<file path="src/rtl/sweep_ctrl.sv">
// Frequency-sweep sequencer: walks the coefficient-table address from StartAddr to
// StopAddr, pulsing FreqChng per step and dwelling after each oscillator Ready.
module sweep_ctrl #(
  parameter int ADDR_W      = 11,
  parameter int DWELL_W     = 24,
  parameter int SETTLE      = 2,     // must be >= 1
  parameter int RDY_TIMEOUT = 1023   // must be >= 2
) (
  input  logic               Fg_clk,
  input  logic               Resetn,
  input  logic               Start,
  input  logic               Abort,
  input  logic               Continuous,
  input  logic [ADDR_W-1:0]  StartAddr,
  input  logic [ADDR_W-1:0]  StopAddr,
  input  logic [ADDR_W-1:0]  StepSize,
  input  logic [DWELL_W-1:0] Dwell,
  input  logic               Ready,
  output logic [ADDR_W-1:0]  address,
  output logic               FreqChng,
  output logic               Busy,
  output logic               Done,
  output logic               Err
);

  localparam int TMO_W = $clog2(RDY_TIMEOUT + 1);

  typedef enum logic [2:0] {
    S_IDLE, S_SETUP, S_CHNG, S_WAIT_RDY, S_DWELL, S_STEP, S_DONE, S_ERR
  } state_t;

  state_t             r_state, w_next;
  logic [ADDR_W-1:0]  r_addr, r_start, r_stop, r_step;
  logic [DWELL_W-1:0] r_dwell, r_cnt;
  logic [TMO_W-1:0]   r_tmo;
  logic               r_cont, r_up, r_done, r_err;
  logic               w_busy, w_fc, w_abort, w_at_stop;
  logic [ADDR_W:0]    w_sum, w_dif;
  logic [ADDR_W-1:0]  w_step_addr;

  // Extra MSB catches carry/borrow so the endpoint is clamped rather than wrapped past.
  assign w_sum     = {1'b0, r_addr} + {1'b0, r_step};
  assign w_dif     = {1'b0, r_addr} - {1'b0, r_step};
  assign w_at_stop = (r_addr == r_stop);

  always_comb begin
    w_step_addr = r_stop;
    if (r_up) begin
      if (!w_sum[ADDR_W] && (w_sum[ADDR_W-1:0] <= r_stop)) w_step_addr = w_sum[ADDR_W-1:0];
    end else begin
      if (!w_dif[ADDR_W] && (w_dif[ADDR_W-1:0] >= r_stop)) w_step_addr = w_dif[ADDR_W-1:0];
    end
  end

  always_ff @(posedge Fg_clk or negedge Resetn) begin
    if (!Resetn) r_state <= S_IDLE;
    else         r_state <= w_next;
  end

  always_comb begin
    w_next  = r_state;
    w_busy  = 1'b1;
    w_fc    = 1'b0;
    w_abort = 1'b0;
    case (r_state)
      S_IDLE, S_DONE, S_ERR: begin
        w_busy = 1'b0;
        if (Start && !Abort) w_next = S_SETUP;
      end
      S_SETUP:    if (r_cnt == DWELL_W'(SETTLE - 1)) w_next = S_CHNG;
      S_CHNG: begin
        w_fc   = 1'b1;
        w_next = S_WAIT_RDY;
      end
      // Timeout lands Err exactly RDY_TIMEOUT cycles after the FreqChng cycle.
      S_WAIT_RDY: begin
        if (Ready)                                    w_next = (r_dwell == '0) ? S_STEP : S_DWELL;
        else if (r_tmo == TMO_W'(RDY_TIMEOUT - 2))    w_next = S_ERR;
      end
      S_DWELL:    if (r_cnt == DWELL_W'(1)) w_next = S_STEP;
      S_STEP:     w_next = (w_at_stop && !r_cont) ? S_DONE : S_SETUP;
      default:    w_next = S_IDLE;
    endcase
    if (w_busy && Abort) begin
      w_abort = 1'b1;
      w_next  = S_IDLE;
    end
  end

  always_ff @(posedge Fg_clk or negedge Resetn) begin
    if (!Resetn) begin
      r_addr  <= '0;
      r_start <= '0;
      r_stop  <= '0;
      r_step  <= '0;
      r_dwell <= '0;
      r_cnt   <= '0;
      r_tmo   <= '0;
      r_cont  <= 1'b0;
      r_up    <= 1'b0;
      r_done  <= 1'b0;
      r_err   <= 1'b0;
    end else if (!w_abort) begin
      case (r_state)
        S_IDLE, S_DONE, S_ERR: begin
          if (Start && !Abort) begin
            r_start <= StartAddr;
            r_stop  <= StopAddr;
            r_step  <= (StepSize == '0) ? ADDR_W'(1) : StepSize;
            r_dwell <= Dwell;
            r_cont  <= Continuous;
            r_up    <= (StopAddr >= StartAddr);
            r_addr  <= StartAddr;
            r_cnt   <= '0;
            r_done  <= 1'b0;
            r_err   <= 1'b0;
          end
        end
        S_SETUP:    r_cnt <= r_cnt + DWELL_W'(1);
        S_CHNG:     r_tmo <= '0;
        S_WAIT_RDY: begin
          r_tmo <= r_tmo + TMO_W'(1);
          if (Ready) r_cnt <= r_dwell;
          else if (w_next == S_ERR) r_err <= 1'b1;
        end
        S_DWELL:    r_cnt <= r_cnt - DWELL_W'(1);
        S_STEP: begin
          r_cnt <= '0;
          if (!w_at_stop)  r_addr <= w_step_addr;
          else if (r_cont) r_addr <= r_start;
          else             r_done <= 1'b1;
        end
        default: ;
      endcase
    end
  end

  assign address  = r_addr;
  assign FreqChng = w_fc;
  assign Busy     = w_busy;
  assign Done     = r_done;
  assign Err      = r_err;

endmodule
</file>
<file path="config.mk">
export PLATFORM = sky130hd
export DESIGN_NAME = sweep_ctrl
export DESIGN_NICKNAME = d
export VERILOG_FILES = /design/src/rtl/sweep_ctrl.sv
export SDC_FILE = /design/constraint.sdc
export NUM_CORES = 1
export LEC_CHECK = 0
export BUFFER_PORTS_ARGS = -buffer_cell sky130_fd_sc_hd__buf_2
export CAP_MARGIN = 5
export CORE_ASPECT_RATIO = 0.5
export CORE_MARGIN = 2
export CORE_UTILIZATION = 55
export DETAILED_ROUTE_END_ITERATION = 10
export PLACE_DENSITY = 0.84
export SYNTH_ARGS = -nofsm -noshare
export SYNTH_HDL_FRONTEND = slang
export SYNTH_SLANG_ARGS = --single-unit
</file>
<file path="constraint.sdc">
create_clock -name Fg_clk -period 3.4 [get_ports Fg_clk]
set_input_delay 0.34 -clock Fg_clk [delete_from_list [all_inputs] [get_ports Fg_clk]]
set_output_delay 0.34 -clock Fg_clk [all_outputs]
set_load 0.02 [all_outputs]
</file>
==> results.json, run 1 <==
{
  "finalWirelength_mm": 25.19,
  "synth_area_per_cell_um2": 8.054,
  "num_rows": 31,
  "drive_gt1_share_pct": 24.06,
  "vias": 8425,
  "cts-buffers-inserted": 9,
  "crit_top_cell": "a221o_1",
  "nFillCells": 1063,
  "fin_crit_ps": 3774,
  "dp_hpwl_mm": 17.09,
  "fin_crit_sh_pct": 111.0,
  "areaGrowthSynthToFinish_pct": 23.55,
  "cts_root_buffer": "clkbuf_16",
  "io_pins": 78,
  "worstMarginPinSlew_ps": 888.3,
  "r2r_start": "address[0]",
  "rrSetupSlack_ps": -370,
  "drt_first_iter_violations": 1005,
  "start_kind": "flip-flop",
  "rsz0062_at_grt": "yes",
  "synth_edf_count": 0,
  "via_per_inst": 6.264,
  "setup_viol": 11,
  "clk_pin_slew_ps": 80,
  "die_x_um": 176.2,
  "cts_tree": "yes",
  "cp-end-kind": "flip-flop",
  "critPathSlowestCell": "dfrtp_2",
  "criticalPathCategory": "reg -> reg",
  "portBuffers": 77,
  "ys_ff_latch": 109,
  "synthCells": 1012,
  "instances_no_fill": 1345,
  "yosysWarnings": 0,
  "critPathRequiredTime_ps": 3640,
  "hp-class": "in -> async",
  "dp.cells": 1303,
  "synthArstFlopShare_pct": 100.0,
  "grt_pass1_vias": 8165,
  "fin_area_mm2": 0.01007,
  "syn_nets": 1137,
  "nets": 1268,
  "synth_cell_types": 70,
  "maxCapViolCount": 0,
  "slew_headroom_pct": 40.23,
  "tns_ps": -3284,
  "drtPass1Iterations": 6,
  "finClkSkew_ps": 10.61,
  "seq_area_frac_synth_pct": 33.47,
  "final_common_cell": "nand2_1",
  "gr-total-overflow": 0,
  "drcViolationCount": 0,
  "power.leakage_uw": 0.004659,
  "start_util_pct": 56.33,
  "status": "complete, but fails checks",
  "irDropWorstVdd_uv": 837.4,
  "clock_sinks": 109,
  "place_area_mm2": 0.009203,
  "antenna_found_initial": 0,
  "crit_buf_inv": 1,
  "die_h_um": 90.08,
  "synth.cell_area_mm2": 0.008150,
  "worstPathArrival_ps": 4010,
  "drt-wirelength-per-cell_um": 18.73,
  "hold_viol_final": 0,
  "dieArea_mm2": 0.01587,
  "cpPeakStageDelay_ps": 440,
  "grt_pass1_wl_mm": 39.75,
  "grt_max_degree": 61,
  "ant_nets": 0,
  "drv_slew": 0,
  "diodes": 0,
  "cp_cell_sequence": "inv_2, ha_4, fa_2, nor2b_2, o2111ai_2, a31oi_4, nand4_1, o311ai_2, ha_1, and3_4, a221oi_4, o21a_4, nor4_4, a221o_1, a221o_1",
  "coreArea_mm2": 0.01447,
  "max_freq_ghz": 0.2650,
  "cp_top_family": "compound AO/OA/AOI/OAI gates",
  "regArea_mm2": 0.002734,
  "multi_input_area_mm2": 0.005354,
  "r2r-end": "address[3]",
  "grt.total_usage_pct": 30.99,
  "worst_slack_ps": -374.0,
  "htreeDepth": 3,
  "clk_path_buf_depth": 2,
  "p_per_area_mw_per_mm2": 1263,
  "worst_r2r_path_depth": 15,
  "crit_fanout": 4,
  "clk_latency_ps": 360,
  "yosys_most_used_dff": "dfrtp_1",
  "violations": "negative setup slack",
  "layout_common_cells": "nand2_1 (162), dfrtp_1 (104), buf_4 (96)",
  "routabilityCongestion": 0.9733
}
[stage by stage]
step                      hold WS [ps]  setup slack (ps)  util [%]  total power (uW)
after floorplan                  44.41            -112.1         -              6691
after global placement           425.3            -210.2     63.61              8857
after detailed placement         428.0            -306.3     63.61              9148
after CTS                        45.57            -183.6     68.38             11440
after global routing             77.55            -490.3     69.60             13470
final                            16.51            -374.0     69.60             12720
[final cells by class]
| class | count | area share [%] |
|---|---|---|
| Clock buffer | 11 | 2.411 |
| Clock inverter | 4 | 0.5467 |
| Multi-Input combinational cell | 787 | 53.17 |
| Sequential cell | 109 | 27.15 |
| Tap cell | 198 | 2.460 |
| Timing Repair Buffer | 182 | 12.23 |
| Inverter | 54 | 2.038 |
[worst max path at each step]
stage,start,cells past startpoint,to
final,address[0],15,address[3]
after global routing,address[0],17,address[8]
after CTS,address[1],13,address[3]
after detailed placement,address[0],15,address[2]
after global placement,address[0],15,address[2]
after floorplan,address[0],15,address[2]
[power by group]
group / internal [uW] / switching, uW
Clock: 595 / 520
Sequential: 1770 / 641
Combinational: 4370 / 4830
[cells by family after synthesis]
logic type / count (synthesis) / share of synthesized area [%]
simple gates: 408 / 24.07
compound gates: 276 / 22.15
buf+inv: 116 / 6.110
flops: 109 / 33.47
fa+ha+maj: 62 / 9.702
xor+xnor: 37 / 3.976
mux: 4 / 0.5219
[routing by layer]
| metal | track usage [%] | up-vias | share of wire [%] |
|---|---|---|---|
| met3 | 5.964 | 103 | 6.9 |
| met5 | 0 | - | 0 |
| li1 | - | 3885 | - |
| met4 | 13.84 | 0 | 4.5 |
| met1 | 39.52 | 4032 | 41 |
| met2 | 51.31 | 405 | 48 |
[state kept, by name (all words and copies together), names as in the netlist]
register  flops
Err           1
r_state       3
r_stop       11
r_up          1
r_start      11
address      11
r_cnt        24
r_step       11
Done          1
r_dwell      24
r_tmo        10
r_cont        1
[repair_timing]
action                                  in CTS  in global routing
setup buffers                               19                  8
endpoints found under the setup margin      11                 11
pin swaps                                   25                 23
gates resized for setup                     46                 21
hold buffers                                 0                  0
endpoints found under the hold margin        0                  0
[cell usage after synthesis, types with 7 or more instances]
cell | instances | area, um^2
nand2_1 | 164 | 615.6
dfrtp_1 | 109 | 2728
o21ai_0 | 88 | 440.4
nor2_1 | 80 | 300.3
ha_1 | 60 | 750.7
inv_1 | 54 | 202.7
a21oi_1 | 49 | 245.2
clkbuf_1 | 41 | 153.9
nor3_1 | 37 | 185.2
nand3_1 | 28 | 140.1
xor2_1 | 22 | 192.7
nor4_1 | 16 | 100.1
xnor2_1 | 15 | 131.4
and3_1 | 14 | 87.58
or3_1 | 13 | 81.33
a211oi_1 | 12 | 90.09
a31oi_1 | 12 | 75.07
nand4_1 | 12 | 75.07
o22ai_1 | 11 | 68.82
a221oi_1 | 10 | 87.58
o31ai_1 | 10 | 75.07
a21o_1 | 8 | 60.06
a22oi_1 | 8 | 60.06
buf_2 | 8 | 40.04
o21a_1 | 8 | 60.06
a221o_1 | 7 | 70.07
a2bb2oi_1 | 7 | 61.31
and2_1 | 7 | 43.79
nand2b_1 | 7 | 43.79
nor2b_1 | 7 | 43.79
No activity file was read; power rests on OpenSTA's default activity.
==> inputs of run 2 (changes only) <==
SKIP_CTS_REPAIR_TIMING = 1   (was not set)
==> run 2 against run 1 <==
The run still ends with negative setup slack left. Core utilization shrank 2.3 points. Global-route usage shrank 1.4 points. Sequential power is essentially flat. Sequential share of layout area grew 0.93 points. Clock power is essentially flat. Wire length shrank 5.8%. Critical path type unchanged. Largest cell class unchanged.
==> results.json, run 2 (synthesis gave the netlist of run 1 again) <==
{
  "status": "complete, but fails checks",
  "violations": "negative setup slack",
  "regArea_mm2": 0.002733,
  "finalWirelength_mm": 23.73,
  "maxCapViolCount": 0,
  "clock_sinks": 109,
  "clk_latency_ps": 360,
  "setup_viol": 11,
  "areaGrowthSynthToFinish_pct": 19.39,
  "clockPowerShare_pct": 10.0,
  "worstPathArrival_ps": 3900,
  "portBuffers": 77,
  "p_int_uw": 5869,
  "power_frac_comb_pct": 68.7,
  "pre_cts_slack_ps": -306.3,
  "dieArea_mm2": 0.01587,
  "slew_headroom_pct": 40.39,
  "max_freq_ghz": 0.2731,
  "critPathRequiredTime_ps": 3640,
  "criticalPathCategory": "reg -> reg",
  "irDropWorstVdd_uv": 728.5,
  "power_frac_seq_pct": 21.4,
  "drcViolationCount": 0,
  "worstMarginPinSlew_ps": 886.0,
  "switching_share_pct": 47.72,
  "diodes": 0,
  "r2r_start": "address[1]",
  "hold_viol_final": 0,
  "ant_nets": 0,
  "cp-end-kind": "flip-flop",
  "io_pins": 78,
  "clk_pin_slew_ps": 80,
  "drive_gt1_share_pct": 20.68,
  "cts_tree": "yes",
  "rsz0062_at_grt": "yes",
  "routabilityCongestion": 0.9733,
  "drt_first_iter_violations": 828,
  "top_regs": "r_cnt x24, r_dwell x24",
  "dp_hpwl_mm": 17.09,
  "final_common_cell": "nand2_1",
  "power.leakage_uw": 0.004497,
  "cts-buffers-inserted": 9,
  "coreArea_mm2": 0.01447,
  "worst_slack_ps": -262.1,
  "clk_path_buf_depth": 2,
  "htreeDepth": 3,
  "fin_crit_ps": 3662,
  "grt.total_usage_pct": 29.61,
  "num_rows": 31,
  "start_util_pct": 56.33,
  "finClkSkew_ps": 12.12,
  "layout_common_cells": "nand2_1 (163), dfrtp_1 (105), o21ai_0 (88)",
  "cp-startpoint": "address[1]",
  "start_kind": "flip-flop",
  "grt_max_degree": 61,
  "nets": 1243,
  "crit_fanout": 4,
  "grt_pass1_wl_mm": 38.03,
  "gr-total-overflow": 0,
  "hp-class": "in -> async",
  "die_h_um": 90.08,
  "multi_input_area_mm2": 0.005236,
  "fin_area_mm2": 0.009731,
  "vias": 8208,
  "hold_ws_ps": 13.02,
  "via_per_inst": 6.218,
  "drt-wirelength-per-cell_um": 17.98,
  "grt_pass1_vias": 7883,
  "drv_slew": 0,
  "antenna_found_initial": 0,
  "fin_crit_sh_pct": 107.7,
  "p_per_area_mw_per_mm2": 1154,
  "drtPass1Iterations": 7,
  "die_x_um": 176.2,
  "p_sw_uw": 5357,
  "nFillCells": 1124,
  "cts_root_buffer": "clkbuf_16",
  "place_area_mm2": 0.009203
}
==> run 2: changes by cell type in the layout (fill, tap and decap cells not counted), sizes merged <==
| cell | before | now |
|---|---|---|
| buf | 182 | 157 |
==> run 2: cell type report <==
| class | count | share of cell area (%) |
|---|---|---|
| Clock buffer | 11 | 2.495 |
| Tap cell | 198 | 2.546 |
| Inverter | 54 | 2.083 |
| Clock inverter | 4 | 0.5658 |
| Multi-Input combinational cell | 787 | 53.81 |
| Sequential cell | 109 | 28.08 |
| Timing Repair Buffer | 157 | 10.42 |
==> run 2: worst max-delay path: stages (launching register included) <==
cell and delay, ps:
dfrtp_2 450, ha_4 230, nor2b_4 120, o31a_1 320, buf_4 150, o21a_1 180
nor2_1 140, xnor2_1 130, ha_1 310, and4_1 220, a211oi_2 100, o21a_4 270
or3_1 400, and3_4 220, a221o_1 300
==> run 2: per-layer routing <==
layer,vias up,share of wire (%),track usage (%)
li1,3851,-,-
met3,82,7.2,5.668
met2,370,47,47.91
met5,-,0,0
met4,0,3.5,12.67
met1,3905,42,38.91
==> run 2: power groups by stage <==
stage | clock network (uW) | logic (uW) | registers (uW)
floorplan | 0 | 4480 | 2210
global placement | 0 | 6520 | 2340
detailed placement | 0 | 6790 | 2360
CTS | 1120 | 6850 | 2350
global route | 1170 | 8420 | 2450
finish | 1120 | 7710 | 2400
==> run 2: worst paths after layout <==
path / slack (ps) / endpoint / cells past startpoint
setup / recovery: -260 / address[2] / 14
hold / removal: 10 / r_step[5] / 1
setup reg to reg: -260 / address[2] / 14
hold reg to reg: 490 / Err / 2
max in group asynchronous: 2610 / address[2] / 2
min in group Fg_clk: 170 / r_dwell[17] / 3
==> run 2: per-stage QoR <==
step	total power (uW)	std cells	utilization [%]	setup TNS, ps
after floorplan	6691	1012	-	-308.9
after global placement	8857	1303	63.61	-1292
after detailed placement	9148	1303	63.61	-2331
after CTS	10310	1318	65.67	-2615
after global routing	12040	1320	67.26	-3490
final	11230	1320	67.26	-1800
